<file path="config.mk">
export PLATFORM = sky130hd
export DESIGN_NAME = pmod_pwm_dac_flat
export DESIGN_NICKNAME = d
export VERILOG_FILES = /design/src/rtl/pmod_pwm_dac_pkg.sv /design/src/rtl/pmod_pwm_dac_if.sv /design/src/rtl/pmod_pwm_dac_chan.sv /design/src/rtl/pmod_pwm_dac.sv /design/src/flat_wrapper.sv
export SDC_FILE = /design/constraint.sdc
export NUM_CORES = 1
export LEC_CHECK = 0
export CAP_MARGIN = 20
export CORE_UTILIZATION = 45
export DETAILED_ROUTE_END_ITERATION = 10
export HOLD_SLACK_MARGIN = 0.08
export PLACE_DENSITY = 0.66
export SKIP_CTS_REPAIR_TIMING = 1
export SYNTH_ARGS = -nofsm -noshare
export SYNTH_HDL_FRONTEND = slang
export SYNTH_SLANG_ARGS = --single-unit
</file>
<file path="constraint.sdc">
create_clock -name clk -period 2.8 [get_ports clk]
set_input_delay 0.42 -clock clk [delete_from_list [all_inputs] [get_ports clk]]
set_output_delay 0.42 -clock clk [all_outputs]
set_load 0.005 [all_outputs]
</file>
<file path="src/rtl/pmod_pwm_dac_pkg.sv">
// Shared constants and helpers for the pmod_pwm_dac block.
// Optional feature macro used elsewhere in this block: PMOD_PWM_DAC_SD_EN.
package pmod_pwm_dac_pkg;

  localparam int DEFAULT_WIDTH    = 12;
  localparam int DEFAULT_CHANNELS = 2;

  // Widest sample the conversion helper handles.
  localparam int MAX_WIDTH = 32;

  // Two's-complement sample to offset-binary duty: flip the sign bit of a
  // w-bit value held in the low bits of s. Callers truncate back to w bits.
  function automatic logic [MAX_WIDTH-1:0] offset_binary(
    input logic [MAX_WIDTH-1:0] s,
    input int unsigned          w
  );
    return s ^ (MAX_WIDTH'(1) << (w - 1));
  endfunction

endpackage

</file>
<file path="src/rtl/pmod_pwm_dac_if.sv">
// Sample handshake bundle for pmod_pwm_dac.
// Handshake: a word moves when sample_valid && sample_ready are both high on
// a rising clk edge; the master holds sample stable while valid is high and
// the slave raises ready only when it can take the word that same edge.
interface pmod_pwm_dac_if
  import pmod_pwm_dac_pkg::*;
#(
  parameter int WIDTH    = DEFAULT_WIDTH,
  parameter int CHANNELS = DEFAULT_CHANNELS
);

  logic [CHANNELS*WIDTH-1:0] sample;
  logic                      sample_valid;
  logic                      sample_ready;

  modport master (
    output sample,
    output sample_valid,
    input  sample_ready
  );

  modport slave (
    input  sample,
    input  sample_valid,
    output sample_ready
  );

endinterface

</file>
<file path="src/rtl/pmod_pwm_dac_chan.sv">
// One output channel: active duty register, PWM comparator and, when
// PMOD_PWM_DAC_SD_EN is defined, a first-order sigma-delta accumulator.
module pmod_pwm_dac_chan
  import pmod_pwm_dac_pkg::*;
#(
  parameter int WIDTH = DEFAULT_WIDTH
) (
  input  logic             clk,
  input  logic             rst_n,
  input  logic             enable,
  input  logic             load,       // copy sample_in into active this edge
  input  logic [WIDTH-1:0] sample_in,  // two's-complement pending sample
  input  logic [WIDTH-1:0] counter,
`ifdef PMOD_PWM_DAC_SD_EN
  input  logic             sd_mode,
`endif
  output logic             pwm
);

  logic [WIDTH-1:0] active_q, active_d;
  logic             pwm_q, pwm_d;

  // Active duty only changes at a period boundary when the top says so.
  always_comb begin
    active_d = active_q;
    if (load) begin
      active_d = WIDTH'(offset_binary(MAX_WIDTH'(sample_in), WIDTH));
    end
  end

`ifdef PMOD_PWM_DAC_SD_EN
  logic [WIDTH-1:0] acc_q, acc_d;
  logic [WIDTH:0]   acc_sum;

  // Accumulate the duty each cycle; the carry out is the modulated bit.
  always_comb begin
    acc_sum = {1'b0, acc_q} + {1'b0, active_q};
    acc_d   = enable ? acc_sum[WIDTH-1:0] : '0;
  end

  // Output bit: carry in sigma-delta mode, counter compare otherwise.
  always_comb begin
    pwm_d = 1'b0;
    if (enable) begin
      pwm_d = sd_mode ? acc_sum[WIDTH] : (counter < active_q);
    end
  end

  // Accumulator register.
  always_ff @(posedge clk or negedge rst_n) begin
    if (!rst_n) begin
      acc_q <= '0;
    end else begin
      acc_q <= acc_d;
    end
  end
`else
  // Output bit: high while the counter is below the duty.
  always_comb begin
    pwm_d = 1'b0;
    if (enable) begin
      pwm_d = (counter < active_q);
    end
  end
`endif

  // Duty and output registers.
  always_ff @(posedge clk or negedge rst_n) begin
    if (!rst_n) begin
      active_q <= '0;
      pwm_q    <= 1'b0;
    end else begin
      active_q <= active_d;
      pwm_q    <= pwm_d;
    end
  end

  assign pwm = pwm_q;

endmodule

</file>
<file path="src/rtl/pmod_pwm_dac.sv">
// Multi-channel PWM DAC with a one-word pending buffer. The shared period
// counter and the sample handshake live here; each output is a
// pmod_pwm_dac_chan. Defining PMOD_PWM_DAC_SD_EN adds the sd_mode input that
// switches every channel to first-order sigma-delta modulation.
module pmod_pwm_dac
  import pmod_pwm_dac_pkg::*;
#(
  parameter int WIDTH    = DEFAULT_WIDTH,
  parameter int CHANNELS = DEFAULT_CHANNELS
) (
  input  logic                clk,
  input  logic                rst_n,
  input  logic                enable,
  pmod_pwm_dac_if.slave       s_if,
`ifdef PMOD_PWM_DAC_SD_EN
  input  logic                sd_mode,
`endif
  output logic [CHANNELS-1:0] pwm,
  output logic                period_tick,
  output logic                underrun
);

  logic [WIDTH-1:0]          counter_q, counter_d;
  logic                      pending_full_q, pending_full_d;
  logic [CHANNELS*WIDTH-1:0] pending_q, pending_d;
  logic                      period_tick_q, period_tick_d;
  logic                      wrap;
  logic                      xfer;
  logic                      load;

  assign wrap = enable && (counter_q == {WIDTH{1'b1}});
  assign xfer = s_if.sample_valid && !pending_full_q;
  assign load = wrap && pending_full_q;

  assign s_if.sample_ready = !pending_full_q;
  assign underrun          = wrap && !pending_full_q;
  assign period_tick       = period_tick_q;

  // Period counter. The tick is registered off counter==0 so it lands on the
  // cycle that carries the first output bit of the new period.
  always_comb begin
    counter_d     = '0;
    period_tick_d = 1'b0;
    if (enable) begin
      counter_d     = counter_q + WIDTH'(1);
      period_tick_d = (counter_q == '0);
    end
  end

  // Pending buffer: filled by a transfer, drained into the channels at a wrap.
  // Load and transfer are mutually exclusive (full vs empty), so a word taken
  // on the wrap cycle waits for the following wrap.
  always_comb begin
    pending_full_d = pending_full_q;
    pending_d      = pending_q;
    if (load) begin
      pending_full_d = 1'b0;
    end
    if (xfer) begin
      pending_full_d = 1'b1;
      pending_d      = s_if.sample;
    end
  end

  // State registers for counter, pending buffer and tick.
  always_ff @(posedge clk or negedge rst_n) begin
    if (!rst_n) begin
      counter_q      <= '0;
      pending_full_q <= 1'b0;
      pending_q      <= '0;
      period_tick_q  <= 1'b0;
    end else begin
      counter_q      <= counter_d;
      pending_full_q <= pending_full_d;
      pending_q      <= pending_d;
      period_tick_q  <= period_tick_d;
    end
  end

  for (genvar i = 0; i < CHANNELS; i++) begin : g_chan
    pmod_pwm_dac_chan #(
      .WIDTH(WIDTH)
    ) u_chan (
      .clk      (clk),
      .rst_n    (rst_n),
      .enable   (enable),
      .load     (load),
      .sample_in(pending_q[i*WIDTH +: WIDTH]),
      .counter  (counter_q),
`ifdef PMOD_PWM_DAC_SD_EN
      .sd_mode  (sd_mode),
`endif
      .pwm      (pwm[i])
    );
  end

endmodule
</file>
<file path="src/flat_wrapper.sv">
// flat-port wrapper written by rule: the top's interface ports become plain ports
module pmod_pwm_dac_flat import pmod_pwm_dac_pkg::*;
#(
  parameter int WIDTH    = DEFAULT_WIDTH,
  parameter int CHANNELS = DEFAULT_CHANNELS
)
  (clk, rst_n, enable, pwm, period_tick, underrun, s_if_sample, s_if_sample_valid, s_if_sample_ready);
  pmod_pwm_dac_if #(.WIDTH(WIDTH), .CHANNELS(CHANNELS)) s_if_i ();
  input  logic clk;
  input  logic rst_n;
  input  logic enable;
  output logic [CHANNELS-1:0] pwm;
  output logic period_tick;
  output logic underrun;
  input wire logic [$bits(s_if_i.sample)-1:0] s_if_sample;
  input wire logic [$bits(s_if_i.sample_valid)-1:0] s_if_sample_valid;
  output wire logic [$bits(s_if_i.sample_ready)-1:0] s_if_sample_ready;
  assign s_if_i.sample = s_if_sample;
  assign s_if_i.sample_valid = s_if_sample_valid;
  assign s_if_sample_ready = s_if_i.sample_ready;
  pmod_pwm_dac #(.WIDTH(WIDTH), .CHANNELS(CHANNELS)) u_core (.clk(clk), .rst_n(rst_n), .enable(enable), .s_if(s_if_i), .pwm(pwm), .period_tick(period_tick), .underrun(underrun));
endmodule
</file>
# Word level (Yosys, flattened, before mapping)
# Index checks and enable logic that the tools add are counted.
# Widths: inputs -> output; s select.
totals:
  ff_bits: 64
  latchBits: 0
  ram_bits: 0
  rom_bits: 0
  input_bits: 28
  output_inout_bits: 5
  elab_cells: 27
  n_memories: 0
op_classes:
  add_sub_neg: 1
  mul: 0
  div_mod_pow: 0
  order_cmp: 2
  eq_ne: 1
  shifts: 0
  muxes: 6
  bitwise: 2
  reduce_logical: 7
ops:
  columns: ["operator", "n"]
  rows:
  - ["$lt 12x12->1", 2]
  - ["$add 12x1->12 const B", 1]
  - ["$eq 12x12->1 const B", 1]
  - ["$logic_not 12->1", 1]
  - ["$mux 12", 1]
  - ["$mux 1", 5]
  - ["$logic_and 1x1->1", 4]
  - ["$not 1->1", 2]
  - ["$reduce_bool 2->1", 1]
  - ["$logic_not 1->1", 1]

# Longest topological paths before layout
# Gate-level depths: netlist of run 1.
depth:
  ltp_word: 5
  mapped_depth: 6
  ltp_nobuf: 6

# Cells and area by module
# A second synthesis of run 1 with hierarchy kept.
unflattened:
  hier_cells: 281
  hier_area_um2: 3054.2
modules_own_cells:
  columns: ["module", "instances", "cells_each", "area_each_um2", "seq_area_each_um2"]
  rows:
  - ["pmod_pwm_dac", 1, 125, 1597.8, 950.9]
  - ["pmod_pwm_dac_chan", 2, 78, 728.2, 325.3]

# Least setup slack after synthesis of run 1
# OpenSTA, ideal clock, no wires.
synth_timing:
  path_type: "register to register"
  startpoint: "register u_core.counter_q[0]"
  endpoint: "register u_core.g_chan[1].u_chan.active_q[10]"
  setup_time_ns: 0.125
  t_arrival_ns: 1.848
  t_required_ns: 2.675
  setup_slack_ns: 0.827
  path_stages_with_launch: 6
  path_buffers: 1
  period_less_slack_ns: 1.973
  cell_sequence: "dfrtp_1 -> ha_1 -> nand3_1 -> nor4_4 -> buf_6 -> mux2_2"
synth_between:
  elab_chain_len: 3
synth_lines:
  columns: ["element", "line", "source"]
  rows:
  - ["start, declared", "pmod_pwm_dac.sv:23", "logic [WIDTH-1:0] counter_q, counter_d;"]
  - ["start signal, assigned", "pmod_pwm_dac.sv:73", "counter_q <= counter_d;"]
  - ["$eq 12x12->1", "pmod_pwm_dac.sv:31", "assign wrap = enable && (counter_q == {WIDTH{1'b1}});"]
  - ["$logic_and 1x1->1", "pmod_pwm_dac.sv:31", null]
  - ["$logic_and 1x1->1", "pmod_pwm_dac.sv:33", "assign load = wrap && pending_full_q;"]
  - ["end signal, assigned", "pmod_pwm_dac_chan.sv:73", "active_q <= active_d;"]
  - ["end, declared", "pmod_pwm_dac_chan.sv:20", "logic [WIDTH-1:0] active_q, active_d;"]
# Every way passes these cells.
# A chain may end at the register's enable or synchronous reset.

# Final worst setup path of run 1
layout_timing:
  startpoint: "register u_core.counter_q[0]"
  endpoint: "output port underrun"
layout_between:
  elab_chain_len: 3
layout_lines:
  columns: ["element", "line", "source"]
  rows:
  - ["$eq 12x12->1", "pmod_pwm_dac.sv:31", null]
  - ["$logic_and 1x1->1", "pmod_pwm_dac.sv:31", null]
  - ["$logic_and 1x1->1", "pmod_pwm_dac.sv:36", "assign underrun = wrap && !pending_full_q;"]
  - ["end, declared", "flat_wrapper.sv:14", "output logic underrun;"]
# Every way passes these cells.

==> results.py, run 1 <==
metrics = {
    "status": {
        "status": "complete, no violations",
    },
    "clocking": {
        "clock_sinks": 64,
        "cts_buffers": 9,
        "h-tree-depth": 3,
        "path_clk_slew_ns": 0.07,
        "root_buffer": "clkbuf_8",
        "cts.path.max_buffers": 2,
        "cts_tree": "built",
        "clk_latency_ns": 0.34,
    },
    "setup_path": {
        "path_class": "register to output port",
        "start_kind": "register",
        "r2r.worst_path.cells": 5,
        "required_ns": 2.38,
        "endpoint_kind": "output port",
        "crit_arrival_ns": 2.16,
        "path_max_fanout": 7,
    },
    "sta": {
        "finalHoldViolations": 0,
        "fin_skew_ns": 0.00947,
        "fin_ws_ns": 0.221,
        "grt_setup_unrepaired": "no",
        "worst_slew_pin_slew_ns": 0.796,
        "final-max-slew-violation-count": 0,
        "finalSetupViolCount": 0,
        "fmax_mhz": 388,
        "setup_tns_ns": 0,
        "fin_crit_ns": 2.58,
        "fin_hold_ws_ns": 0.242,
        "fin_crit_sh_pct": 92.1,
        "slew_headroom_pct": 47.0,
    },
    "synthesis": {
        "synth_cell_types": 36,
        "syn_area_per_cell_um2": 12.3,
        "syn-cell-area_mm2": 0.00312,
        "synth_edf_count": 0,
        "synth_top_cell_by_area": "dfrtp_1",
        "syn_nets": 305,
        "synth_ff_type": "dfrtp_1",
        "synth.area.top_cells": "dfrtp_1, mux2_2, ha_1, inv_1, xnor2_1",
        "synthCells": 253,
        "ys_seq_area_share_pct": 51.4,
        "ys_warn_count": 0,
        "synthArstFlopShare_pct": 100,
        "synth.top_cell.area_share_pct": 51.4,
        "ys_ff_latch": 64,
    },
    "route": {
        "viasPerCell": 5.16,
        "vias": 1939,
        "wl_per_cell_um": 14.1,
        "drtIter0Drc": 70,
        "drtPass1Iterations": 4,
        "drc_errors": 0,
        "ant_nets": 0,
        "wl_um": 5320,
    },
    "hold_path": {
        "hp-class": "input port to async pin",
    },
    "grt": {
        "grt_pass1_wl_um": 9590,
        "grt_max_degree": 65,
        "grt_usage_pct": 17.7,
        "grt_pass1_vias": 1966,
        "grt_overflow": 0,
        "antenna_found_initial": 0,
    },
    "layout": {
        "nNetsFinal": 346,
        "drive_gt1_share_pct": 23.7,
        "final_cell_mix": "dfrtp_1, mux2_2, clkdlybuf4s50_1",
        "final_common_cell": "dfrtp_1",
        "area_growth_pct": 19.9,
        "n_antenna_cell": 0,
    },
    "power_and_ir_drop": {
        "power.total_mw": 1.98,
        "vdd_drop_max_uv": 302,
        "leakage_nw": 1.71,
        "power_per_cell_area_mw_per_mm2": 530,
    },
    "placed_design": {
        "pre_cts_ws_ns": 0.582,
        "hpwl_um": 3740,
        "io_buffers": 32,
        "place_congestion": 0.793,
    },
    "run": {
        "drv_cap": 0,
    },
    "die": {
        "die_w_um": 85.2,
        "die-area_mm2": 0.00726,
        "coreArea_mm2": 0.00653,
        "die_h_um": 85.2,
        "row_count": 29,
        "start_util_pct": 47.7,
        "io_pins": 33,
    },
}
[metal layers]
metal	track usage [%]	vias to the layer above	wire length (µm)
met2	25.7	33	2350
met1	23.9	945	2660
met4	10.8	0	142
met5	0	-	0
li1	-	950	-
met3	4.18	11	168
[metrics by stage]
stage	utilization [%]	std cells	area (µm²)
after global routing	57.2	376	3740
after global placement	53.9	360	3520
after floorplan	-	253	3120
after detailed placement	53.9	360	3520
after CTS	57.2	376	3740
final	57.2	376	3740
[worst max-delay path, stage by stage (launching register included)]
cell and delay, ns:
dfrtp_1 0.45, ha_1 0.22, nand3_1 0.26, nor4_1 0.36, clkdlybuf4s50_1 0.55
[kinds of logic after synthesis]
kind of cell | share of synthesized area, %
XOR/XNOR | 1.97
adder cells (fa/ha/maj) | 9.63
AND/OR/NAND/NOR | 11.0
flip-flops | 51.4
buffers and inverters | 4.82
multiplexers | 17.6
AO/OA/AOI/OAI | 3.61
[layout make-up]
class,instances,area (µm²)
fill,564,2790
sequential,64,1600
multi-input combinational,155,1370
timing repair buffer,38,360
clock buffer,13,149
inverter,26,97.6
tap,77,96.3
clock inverter,3,65.1
[power breakdown]
group | leakage [nW] | total, mW | internal, mW | switching, mW
Sequential | 0.832 | 0.997 | 0.971 | 0.0260
Clock | 0.108 | 0.854 | 0.525 | 0.329
Combinational | 0.775 | 0.130 | 0.0826 | 0.0471
Total | 1.71 | 1.98 | 1.58 | 0.402
[state kept, by name, indices dropped and copies added, names as in the netlist]
name                           count
u_core.g_chan.u_chan.pwm           2
u_core.period_tick                 1
u_core.pending_full_q              1
u_core.g_chan.u_chan.active_q     24
u_core.counter_q                  12
u_core.pending_q                  24
[final timing paths]
path	startpoint	end	slack [ns]
max	u_core.counter_q[0]	underrun	0.22
min	rst_n	u_core.pending_q[20]	0.24
max reg2reg	u_core.counter_q[0]	u_core.g_chan[0].u_chan.active_q[4]	0.67
min reg2reg	u_core.pending_q[11]	u_core.g_chan[0].u_chan.active_q[11]	0.45
max in group asynchronous	rst_n	u_core.pending_q[12]	2.03
min in group clk	u_core.pending_q[11]	u_core.g_chan[0].u_chan.active_q[11]	0.45
[synthesized netlist by cell type (all sizes together), types with 4 or more instances]
| cell | count |
|---|---|
| and2 | 8 |
| dfrtp | 64 |
| inv | 26 |
| nand4 | 4 |
| xnor2 | 6 |
| clkbuf | 4 |
| nand3 | 7 |
| nor2 | 7 |
| o21ai | 7 |
| nor2b | 4 |
| ha | 24 |
| buf | 4 |
| mux2 | 46 |
| nand2 | 10 |
| a21oi | 7 |
(Power assumes the default switching activity.)
==> run 2: changes to the inputs <==
Settings changed: ABC_AREA from default to 0.
==> results of run 2 <==
Final layout, timing and power as in run 1 (identical DEF).
==> run 3: changes to the inputs <==
Settings changed: CORE_UTILIZATION 45 to 34, PLACE_DENSITY 0.66 to default.
==> run 3 against run 2 <==
The run now ends with design-rule violations left. Fmax shrank 1.7%. Cell count grew 8.5%. Critical endpoint unchanged. Worst setup slack lost 0.044 ns. Sequential share of layout area shrank 0.71 points.
==> results.py, run 3 (synthesis results as in run 1) <==
metrics = {
    "route": {
        "ant_nets": 0,
        "vias": 1950,
        "wl_um": 5670,
        "drtIter0Drc": 89,
        "drc_errors": 5,
        "wl_per_cell_um": 13.9,
        "viasPerCell": 4.78,
        "drtPass1Iterations": 7,
    },
    "clocking": {
        "path_clk_slew_ns": 0.07,
        "cts_tree": "built",
        "clk_latency_ns": 0.35,
        "cts_buffers": 9,
        "clock_sinks": 64,
        "h-tree-depth": 3,
        "root_buffer": "clkbuf_8",
        "cts.path.max_buffers": 2,
    },
    "sta": {
        "slew_headroom_pct": 48.1,
        "fin_skew_ns": 0.0104,
        "finalSetupViolCount": 0,
        "fin_crit_sh_pct": 93.7,
        "final-max-slew-violation-count": 0,
        "grt_setup_unrepaired": "no",
        "finalHoldViolations": 0,
        "setup_tns_ns": 0,
        "fin_crit_ns": 2.62,
        "fmax_mhz": 381,
        "worst_slew_pin_slew_ns": 0.759,
    },
    "power_and_ir_drop": {
        "leakage_nw": 1.73,
        "power.total_mw": 2.01,
        "power_frac_comb_pct": 6.6,
        "power_per_cell_area_mw_per_mm2": 529,
        "p_sw_share_pct": 20.5,
        "p_switching_mw": 0.412,
        "vdd_drop_max_uv": 202,
        "p_int_mw": 1.60,
        "p_clk_share_pct": 43.8,
        "seqPwrFrac_pct": 49.7,
    },
    "die": {
        "row_count": 34,
        "start_util_pct": 35.4,
        "die_h_um": 97.7,
        "coreArea_mm2": 0.00881,
        "die-area_mm2": 0.00955,
        "die_w_um": 97.7,
        "io_pins": 33,
    },
    "placed_design": {
        "place_congestion": 0.775,
        "hpwl_um": 4080,
        "io_buffers": 32,
    },
    "grt": {
        "grt_pass1_vias": 1991,
        "grt_overflow": 0,
        "grt_max_degree": 30,
        "antenna_found_initial": 0,
        "grt_pass1_wl_um": 9770,
        "grt_usage_pct": 13.3,
    },
    "setup_path": {
        "endpoint_kind": "output port",
        "path_class": "register to output port",
        "crit_arrival_ns": 2.20,
        "path_max_fanout": 7,
        "required_ns": 2.38,
        "start_kind": "register",
    },
    "hold_path": {
        "hp-class": "register to register",
    },
    "layout": {
        "ff_latch_area_mm2": 0.00160,
        "drive_gt1_share_pct": 24.3,
        "nNetsFinal": 348,
        "area_growth_pct": 21.9,
        "final_common_cell": "dfrtp_1",
        "final_cell_mix": "dfrtp_1, mux2_2, clkdlybuf4s50_1",
        "n_antenna_cell": 0,
        "reg_top3": "u_core.g_chan.u_chan.active_q x24, u_core.pending_q x24, u_core.counter_q x12",
        "num-fill-cells": 834,
        "multi_input_area_mm2": 0.00137,
    },
    "run": {
        "drv_cap": 0,
    },
    "status": {
        "violations": "design-rule violations",
        "status": "finished, violations left",
    },
}
-- run 3: cell types whose count changed in the layout (fill, tap and decap cells not counted) --
cell	previous run	this run
dlygate4sd3_1	0	1
clkbuf_8	10	11
clkbuf_1	3	1
buf_4	6	7
-- run 3: metal layers --
metal	vias up	track usage [%]	part of all wire [%]
met5	-	0	0
met1	946	17.4	48
met2	36	20.4	46
met4	0	5.24	1.4
li1	958	-	-
met3	10	4.37	4.6
-- run 3: cell type report --
class                      count  area share (%)
timing repair buffer          40            9.94
multi-input combinational    155            36.0
sequential                    64            42.1
tap                          108            3.56
clock inverter                 3            1.71
inverter                      26            2.57
clock buffer                  12            4.08
-- run 3: path summary, 6_finish.rpt --
check / slack [ns] / cells after the start / start / end
max: 0.18 / 4 / u_core.counter_q[0] / underrun
min: 0.47 / 1 / u_core.pending_q[11] / u_core.g_chan[0].u_chan.active_q[11]
max reg2reg: 0.66 / 5 / u_core.counter_q[0] / u_core.g_chan[0].u_chan.active_q[6]
min reg2reg: 0.47 / 1 / u_core.pending_q[11] / u_core.g_chan[0].u_chan.active_q[11]
max in group asynchronous: 1.63 / 3 / rst_n / u_core.pending_q[12]
min in group asynchronous: 0.50 / 2 / rst_n / u_core.pending_q[17]
-- run 3: through the flow --
stage	hold WS (ns)	setup WS, ns	std cells	area [µm²]	utilization, %
CTS	-0.0435	0.166	407	3790	43.0
floorplan	0.124	0.827	253	3120	-
finish	0.467	0.177	408	3800	43.2
global route	0.497	0.0654	408	3800	43.2
global placement	0.325	0.530	392	3570	40.5
detailed placement	0.333	0.486	392	3570	40.5
-- run 3: power groups by stage --
stage               combinational [mW]  sequential (mW)  clock, mW
floorplan                       0.0609             1.01          0
global placement                 0.131             1.02          0
detailed placement               0.134             1.02          0
CTS                              0.135             1.00      0.908
global route                     0.149             1.01      0.949
finish                           0.133            0.999      0.880
-- run 3: worst max-delay path, cell delays in order (launching register included) --
cell,delay [ns]
dfrtp_1,0.45
ha_1,0.21
nand3_1,0.27
nor4_1,0.36
clkdlybuf4s50_1,0.56
